[src/rtl/ext_bus_sched.sv]
// ext_bus_sched: round-robin CPU/DMA sequencer driving the shared external memory bus.
// Define EXTBUS_DMA_EN to build the DMA port and arbiter; otherwise only the CPU is served.
module ext_bus_sched #(
  parameter int unsigned WAIT_CART = 2,
  parameter int unsigned WAIT_SRAM = 0
) (
  input  logic        clk,
  input  logic        rst_n,
  input  logic        cpu_req,
  input  logic        cpu_we,
  input  logic [15:0] cpu_addr,
  input  logic [7:0]  cpu_wdata,
  output logic [7:0]  cpu_rdata,
  output logic        cpu_ack,
  input  logic        dma_req,
  input  logic        dma_we,
  input  logic [15:0] dma_addr,
  input  logic [7:0]  dma_wdata,
  output logic [7:0]  dma_rdata,
  output logic        dma_ack,
  output logic [15:0] bus_a,
  output logic [7:0]  bus_dout,
  input  logic [7:0]  bus_din,
  output logic        bus_doe,
  output logic        bus_wr,
  output logic        bus_rd,
  output logic        bus_cale,
  output logic        bus_cs
);

  typedef enum logic [1:0] {
    ST_IDLE   = 2'd0,
    ST_ADDR   = 2'd1,
    ST_STROBE = 2'd2,
    ST_DONE   = 2'd3
  } state_t;

  localparam logic [2:0] WAIT_CART_C = 3'(WAIT_CART);
  localparam logic [2:0] WAIT_SRAM_C = 3'(WAIT_SRAM);
  localparam logic       PORT_CPU    = 1'b0;

  state_t      state_r, state_s;
  logic [2:0]  wait_r, wait_s;
  logic [15:0] addr_r;
  logic        we_r;
  logic [7:0]  wdata_r;
  logic        port_r;

  logic        gnt_s;
  logic        gnt_port_s;
  logic [15:0] req_addr_s;
  logic        req_we_s;
  logic [7:0]  req_wdata_s;
  logic        ext_s, cart_s;
  logic        rd_int_s, rd_ext_s;

  // Returns {external, cartridge}; 8000-9FFF and FE00-FFFF stay on-chip
  function automatic logic [1:0] decode_target(input logic [15:0] addr);
    logic [1:0] tgt;
    if (addr[15] == 1'b0) begin
      tgt = 2'b11;
    end else if (addr[15:13] == 3'b101) begin
      tgt = 2'b11;
    end else if ((addr[15:14] == 2'b11) && (addr[15:9] != 7'h7F)) begin
      tgt = 2'b10;
    end else begin
      tgt = 2'b00;
    end
    return tgt;
  endfunction

  assign {ext_s, cart_s} = decode_target(addr_r);
  assign rd_int_s = (state_r == ST_ADDR) && !ext_s && !we_r;
  assign rd_ext_s = (state_r == ST_DONE) && ext_s && !we_r;

`ifdef EXTBUS_DMA_EN
  localparam logic PORT_DMA = 1'b1;
  logic last_dma_r;

  // Round-robin pick: on a tie the port not granted last wins
  always_comb begin
    gnt_s = cpu_req | dma_req;
    if (cpu_req && dma_req) begin
      gnt_port_s = ~last_dma_r;
    end else if (dma_req) begin
      gnt_port_s = PORT_DMA;
    end else begin
      gnt_port_s = PORT_CPU;
    end
    if (gnt_port_s == PORT_DMA) begin
      req_addr_s  = dma_addr;
      req_we_s    = dma_we;
      req_wdata_s = dma_wdata;
    end else begin
      req_addr_s  = cpu_addr;
      req_we_s    = cpu_we;
      req_wdata_s = cpu_wdata;
    end
  end

  // Last-grant pointer, reset to DMA so the CPU takes the first tie
  always_ff @(posedge clk or negedge rst_n) begin
    if (!rst_n) begin
      last_dma_r <= 1'b1;
    end else if ((state_r == ST_IDLE) && gnt_s) begin
      last_dma_r <= gnt_port_s;
    end
  end

  // DMA-side completion pulse and read data
  always_ff @(posedge clk or negedge rst_n) begin
    if (!rst_n) begin
      dma_ack   <= 1'b0;
      dma_rdata <= 8'h00;
    end else begin
      dma_ack <= (state_r == ST_DONE) && (port_r == PORT_DMA);
      if (rd_int_s && (port_r == PORT_DMA)) begin
        dma_rdata <= 8'hFF;
      end else if (rd_ext_s && (port_r == PORT_DMA)) begin
        dma_rdata <= bus_din;
      end
    end
  end
`else
  logic dma_unused_s;
  assign dma_unused_s = ^{dma_req, dma_we, dma_addr, dma_wdata};
  assign gnt_s        = cpu_req;
  assign gnt_port_s   = PORT_CPU;
  assign req_addr_s   = cpu_addr;
  assign req_we_s     = cpu_we;
  assign req_wdata_s  = cpu_wdata;
  assign dma_ack      = 1'b0;
  assign dma_rdata    = 8'h00;
`endif

  // State, wait counter and the granted transaction
  always_ff @(posedge clk or negedge rst_n) begin
    if (!rst_n) begin
      state_r <= ST_IDLE;
      wait_r  <= 3'd0;
      addr_r  <= 16'h0000;
      we_r    <= 1'b0;
      wdata_r <= 8'h00;
      port_r  <= PORT_CPU;
    end else begin
      state_r <= state_s;
      wait_r  <= wait_s;
      if ((state_r == ST_IDLE) && gnt_s) begin
        addr_r  <= req_addr_s;
        we_r    <= req_we_s;
        wdata_r <= req_wdata_s;
        port_r  <= gnt_port_s;
      end
    end
  end

  // Next-state logic; strobe lasts wait+1 cycles
  always_comb begin
    state_s = state_r;
    wait_s  = wait_r;
    case (state_r)
      ST_IDLE: begin
        if (gnt_s) begin
          state_s = ST_ADDR;
        end else begin
          state_s = ST_IDLE;
        end
      end
      ST_ADDR: begin
        if (ext_s) begin
          state_s = ST_STROBE;
          wait_s  = cart_s ? WAIT_CART_C : WAIT_SRAM_C;
        end else begin
          state_s = ST_DONE;
        end
      end
      ST_STROBE: begin
        if (wait_r == 3'd0) begin
          state_s = ST_DONE;
        end else begin
          wait_s = wait_r - 3'd1;
        end
      end
      ST_DONE: state_s = ST_IDLE;
      default: state_s = ST_IDLE;
    endcase
  end

  // Registered pins trail the state by one cycle; read data is taken as the strobe ends
  always_ff @(posedge clk or negedge rst_n) begin
    if (!rst_n) begin
      bus_a     <= 16'h0000;
      bus_dout  <= 8'h00;
      bus_cs    <= 1'b0;
      bus_cale  <= 1'b0;
      bus_doe   <= 1'b0;
      bus_rd    <= 1'b0;
      bus_wr    <= 1'b0;
      cpu_ack   <= 1'b0;
      cpu_rdata <= 8'h00;
    end else begin
      bus_cale <= (state_r == ST_ADDR) && ext_s;
      bus_doe  <= we_r && (((state_r == ST_ADDR) && ext_s) || (state_r == ST_STROBE));
      bus_rd   <= (state_r == ST_STROBE) && !we_r;
      bus_wr   <= (state_r == ST_STROBE) && we_r;
      cpu_ack  <= (state_r == ST_DONE) && (port_r == PORT_CPU);
      if ((state_r == ST_ADDR) && ext_s) begin
        bus_a  <= addr_r;
        bus_cs <= cart_s;
        if (we_r) begin
          bus_dout <= wdata_r;
        end
      end
      if (rd_int_s && (port_r == PORT_CPU)) begin
        cpu_rdata <= 8'hFF;
      end else if (rd_ext_s && (port_r == PORT_CPU)) begin
        cpu_rdata <= bus_din;
      end
    end
  end

endmodule

[config.mk]
export PLATFORM = sky130hd
export DESIGN_NAME = ext_bus_sched
export DESIGN_NICKNAME = d
export VERILOG_FILES = /design/src/rtl/ext_bus_sched.sv
export SDC_FILE = /design/constraint.sdc
export NUM_CORES = 1
export LEC_CHECK = 0
export ABC_AREA = 1
export ABC_CLOCK_PERIOD_IN_PS = 2000
export BUFFER_PORTS_ARGS = -buffer_cell sky130_fd_sc_hd__buf_2
export CORE_ASPECT_RATIO = 0.6
export CORE_UTILIZATION = 40
export DETAILED_ROUTE_END_ITERATION = 16
export PLACE_DENSITY = 0.7
export SKIP_LAST_GASP = 1
export SLEW_MARGIN = 40
export SYNTH_ARGS = -nofsm -noshare
export SYNTH_HDL_FRONTEND = slang
export SYNTH_SLANG_ARGS = --single-unit
[constraint.sdc]
create_clock -name clk -period 2 [get_ports clk]
set_input_delay 0.1 -clock clk [delete_from_list [all_inputs] [get_ports clk]]
set_output_delay 0.1 -clock clk [all_outputs]
set_load 0.02 [all_outputs]
==> flow_metrics.tcl <==
set metrics [dict create \
    outcome "finished, violations left" \
    violations "DRC" \
    clk_latency_ns 0.32 \
    ios 109 \
    path_depth 9 \
    die_y_um 67.7 \
    antenna_cells 0 \
    synth_area_per_cell_um2 10.3 \
    critPathKind "reg2reg" \
    clock-root-buffer "clkbuf_16" \
    min_path_type "in2reg" \
    synth_flop_cell "dfrtp_1" \
    dieArea_mm2 0.00755 \
    die_w_um 111 \
    synth-edff-count 0 \
    synth_area_mm2 0.00288 \
    dp_hpwl_um 4060 \
    min_period_ns 1.74 \
    tns_ns 0 \
    async_reset_ff_frac 1.00 \
    antenna_found_initial 0 \
    worst_setup_path_end_kind "register" \
    worst_pin_slew_ns 0.613 \
    synth_top_area_frac 0.592 \
    critPathTopFamily "flip-flops" \
    via_per_inst 4.67 \
    port_buffers 73 \
    drt_pre_antenna_iters 11 \
    slowest_delay_ns 0.41 \
    fp.coreArea_mm2 0.00682 \
    p_leak_nw 1.97 \
    max_freq_mhz 575 \
    rows 23 \
    layout_commonest_cell "buf_2" \
    grt_max_degree 44 \
    grt_overflow 0 \
    required_ns 2.21 \
    synthDistinctLibCells 27 \
    grt_pass1_vias 2059 \
    clk_pin_slew_worst_paths_ns 0.05 \
    crit_fanout 5 \
    gp_congestion 0.837 \
    cts_tree "done" \
    hold_violations 0 \
    rsz0062_at_grt "false" \
    grt_usage 0.174 \
    initial_core_util 0.422 \
    reg2regPathDepth 9 \
    synth.largest_area_cell "dfrtp_1" \
    fin_skew_ns 0.00739 \
    grt_pass1_wl_um 9960 \
    drc 4 \
    cts_sinks 68 \
    fin_crit_sh 0.870 \
    vias 2126 \
    cts_made_buffers 9 \
    h-tree-depth 3 \
    crit_slowest_cell "dfrtp_1" \
    setup_viol 0 \
    postSynthCellCount 278 \
    dr.first_iter.drc_count 81 \
    holdPathStages 2 \
    drive_gt1_frac 0.321 \
    worstPathBufferInverterCount 3 \
    critPathArrivalTime_ns 1.95 \
    ys_seq_area_frac 0.592 \
    area_delta_synth_final_pct 28.9 \
    layout.cells.most_common_list "buf_2 (73), nand2_1 (70), dfrtp_1 (68), inv_1 (21), nand3_1 (21)" \
    cp-start-kind "register" \
    ys_top_cells_by_area "dfrtp_1 (59%), nand2_1 (9.1%), mux2_2 (5.5%), nand3_1 (3.7%), ha_1 (3.0%)" \
    postCtsResizedCells 0 \
    final_nets 433 \
    slew_headroom 0.591 \
    ir_worst_vdd_mv 0.633 \
    power_mw 6.79 \
    postRouteAntennaNets 0 \
    ys_warn_count 0 \
    drt-wirelength-per-cell_um 12.8 \
    drv_slew 0 \
    fillCellCount 617 \
    ys_ff_latch 68 \
    routed_wl_um 5810 \
    powerDensity_mw_per_mm2 1830 \
    cts_buffer_depth 2 \
    maxCapViolCount 0 \
    path_cells "inv_1 > ha_1 > inv_1 > a21oi_2 > inv_1 > o21ai_0 > nand2_1 > nand2_1 > nand2_1" \
]
[sequential cells by signal, indices dropped and copies added (netlist names), 2 cells and up]
register,count
addr_r,16
bus_dout,8
wait_r,3
bus_a,16
wdata_r,8
state_r,2
cpu_rdata,8
[repair_timing]
item | 4_1_cts | 5_1_grt
buffers inserted | 0 | 0
hold buffers | 7 | 0
hold endpoints to repair | 31 | 0
[worst reg2reg max path, cell delays in order (launching register included)]
cell and delay [ns]:
dfrtp_1 0.41, inv_1 0.12, ha_1 0.27, inv_1 0.11, a21oi_2 0.19, inv_1 0.09
o21ai_0 0.15, nand2_1 0.16, nand2_1 0.08, nand2_1 0.05
[report_power, final]
group / switching, mW / internal (mW)
sequential: 0.372 / 2.06
combinational: 1.70 / 0.970
clock: 0.549 / 1.15
[per-layer routing]
| metal | part of all wire | track usage |
|---|---|---|
| met4 | 0.0031 | 0.0405 |
| met1 | 0.46 | 0.220 |
| met3 | 0.082 | 0.0853 |
| met2 | 0.45 | 0.273 |
| met5 | 0 | 0 |
[synth_stat cells, drive strengths merged, types with 2 or more instances]
cell and number:
nand2 72, dfrtp 68, inv 23, nand3 22, buf 15, nor2 15, a21oi 14, mux2 14
o21ai 13, nand4 9, ha 7, clkbuf 2
[cells by family after synthesis]
group	share of synthesized area
buffers and inverters	0.0731
other	0.00130
adder cells (fa/ha/maj)	0.0304
flip-flops	0.592
AO/OA/AOI/OAI	0.0600
XOR/XNOR	0.00305
AND/OR/NAND/NOR	0.182
multiplexers	0.0583
[metrics by stage]
stage	std cells	area [µm²]	hold slack [ns]	worst slack [ns]	utilization
floorplan	286	2910	-0.196	0.455	-
global placement	433	3310	0.137	0.347	0.486
detailed placement	433	3310	0.150	0.278	0.486
CTS	455	3710	0.000105	0.264	0.544
global route	455	3710	0.00407	0.0512	0.544
finish	455	3710	0.00632	0.260	0.544
[path summary, 6_finish.rpt]
| kind | startpoint | to | slack [ns] |
|---|---|---|---|
| worst min-delay path | cpu_wdata[4] | wdata_r[4] | 0.006 |
| worst max register to register | state_r[0] | wait_r[1] | 0.26 |
| min in group asynchronous | rst_n | addr_r[8] | 0.32 |
| max in group asynchronous | rst_n | bus_a[1] | 1.04 |
| worst max-delay path | state_r[0] | wait_r[1] | 0.26 |
| worst min register to register | addr_r[0] | bus_a[0] | 0.46 |
[area by class of cell]
type / instances / area (µm²) / share of cell area
flip-flops and latches: 68 / 1700 / 0.459
multi-input cells: 178 / 995 / 0.268
repair buffers: 84 / 490 / 0.132
clock buffers: 11 / 253 / 0.0682
well taps: 87 / 109 / 0.0294
inverters: 23 / 86.3 / 0.0233
clock inverters: 4 / 72.6 / 0.0196
No activity file was read; power rests on OpenSTA's default activity.
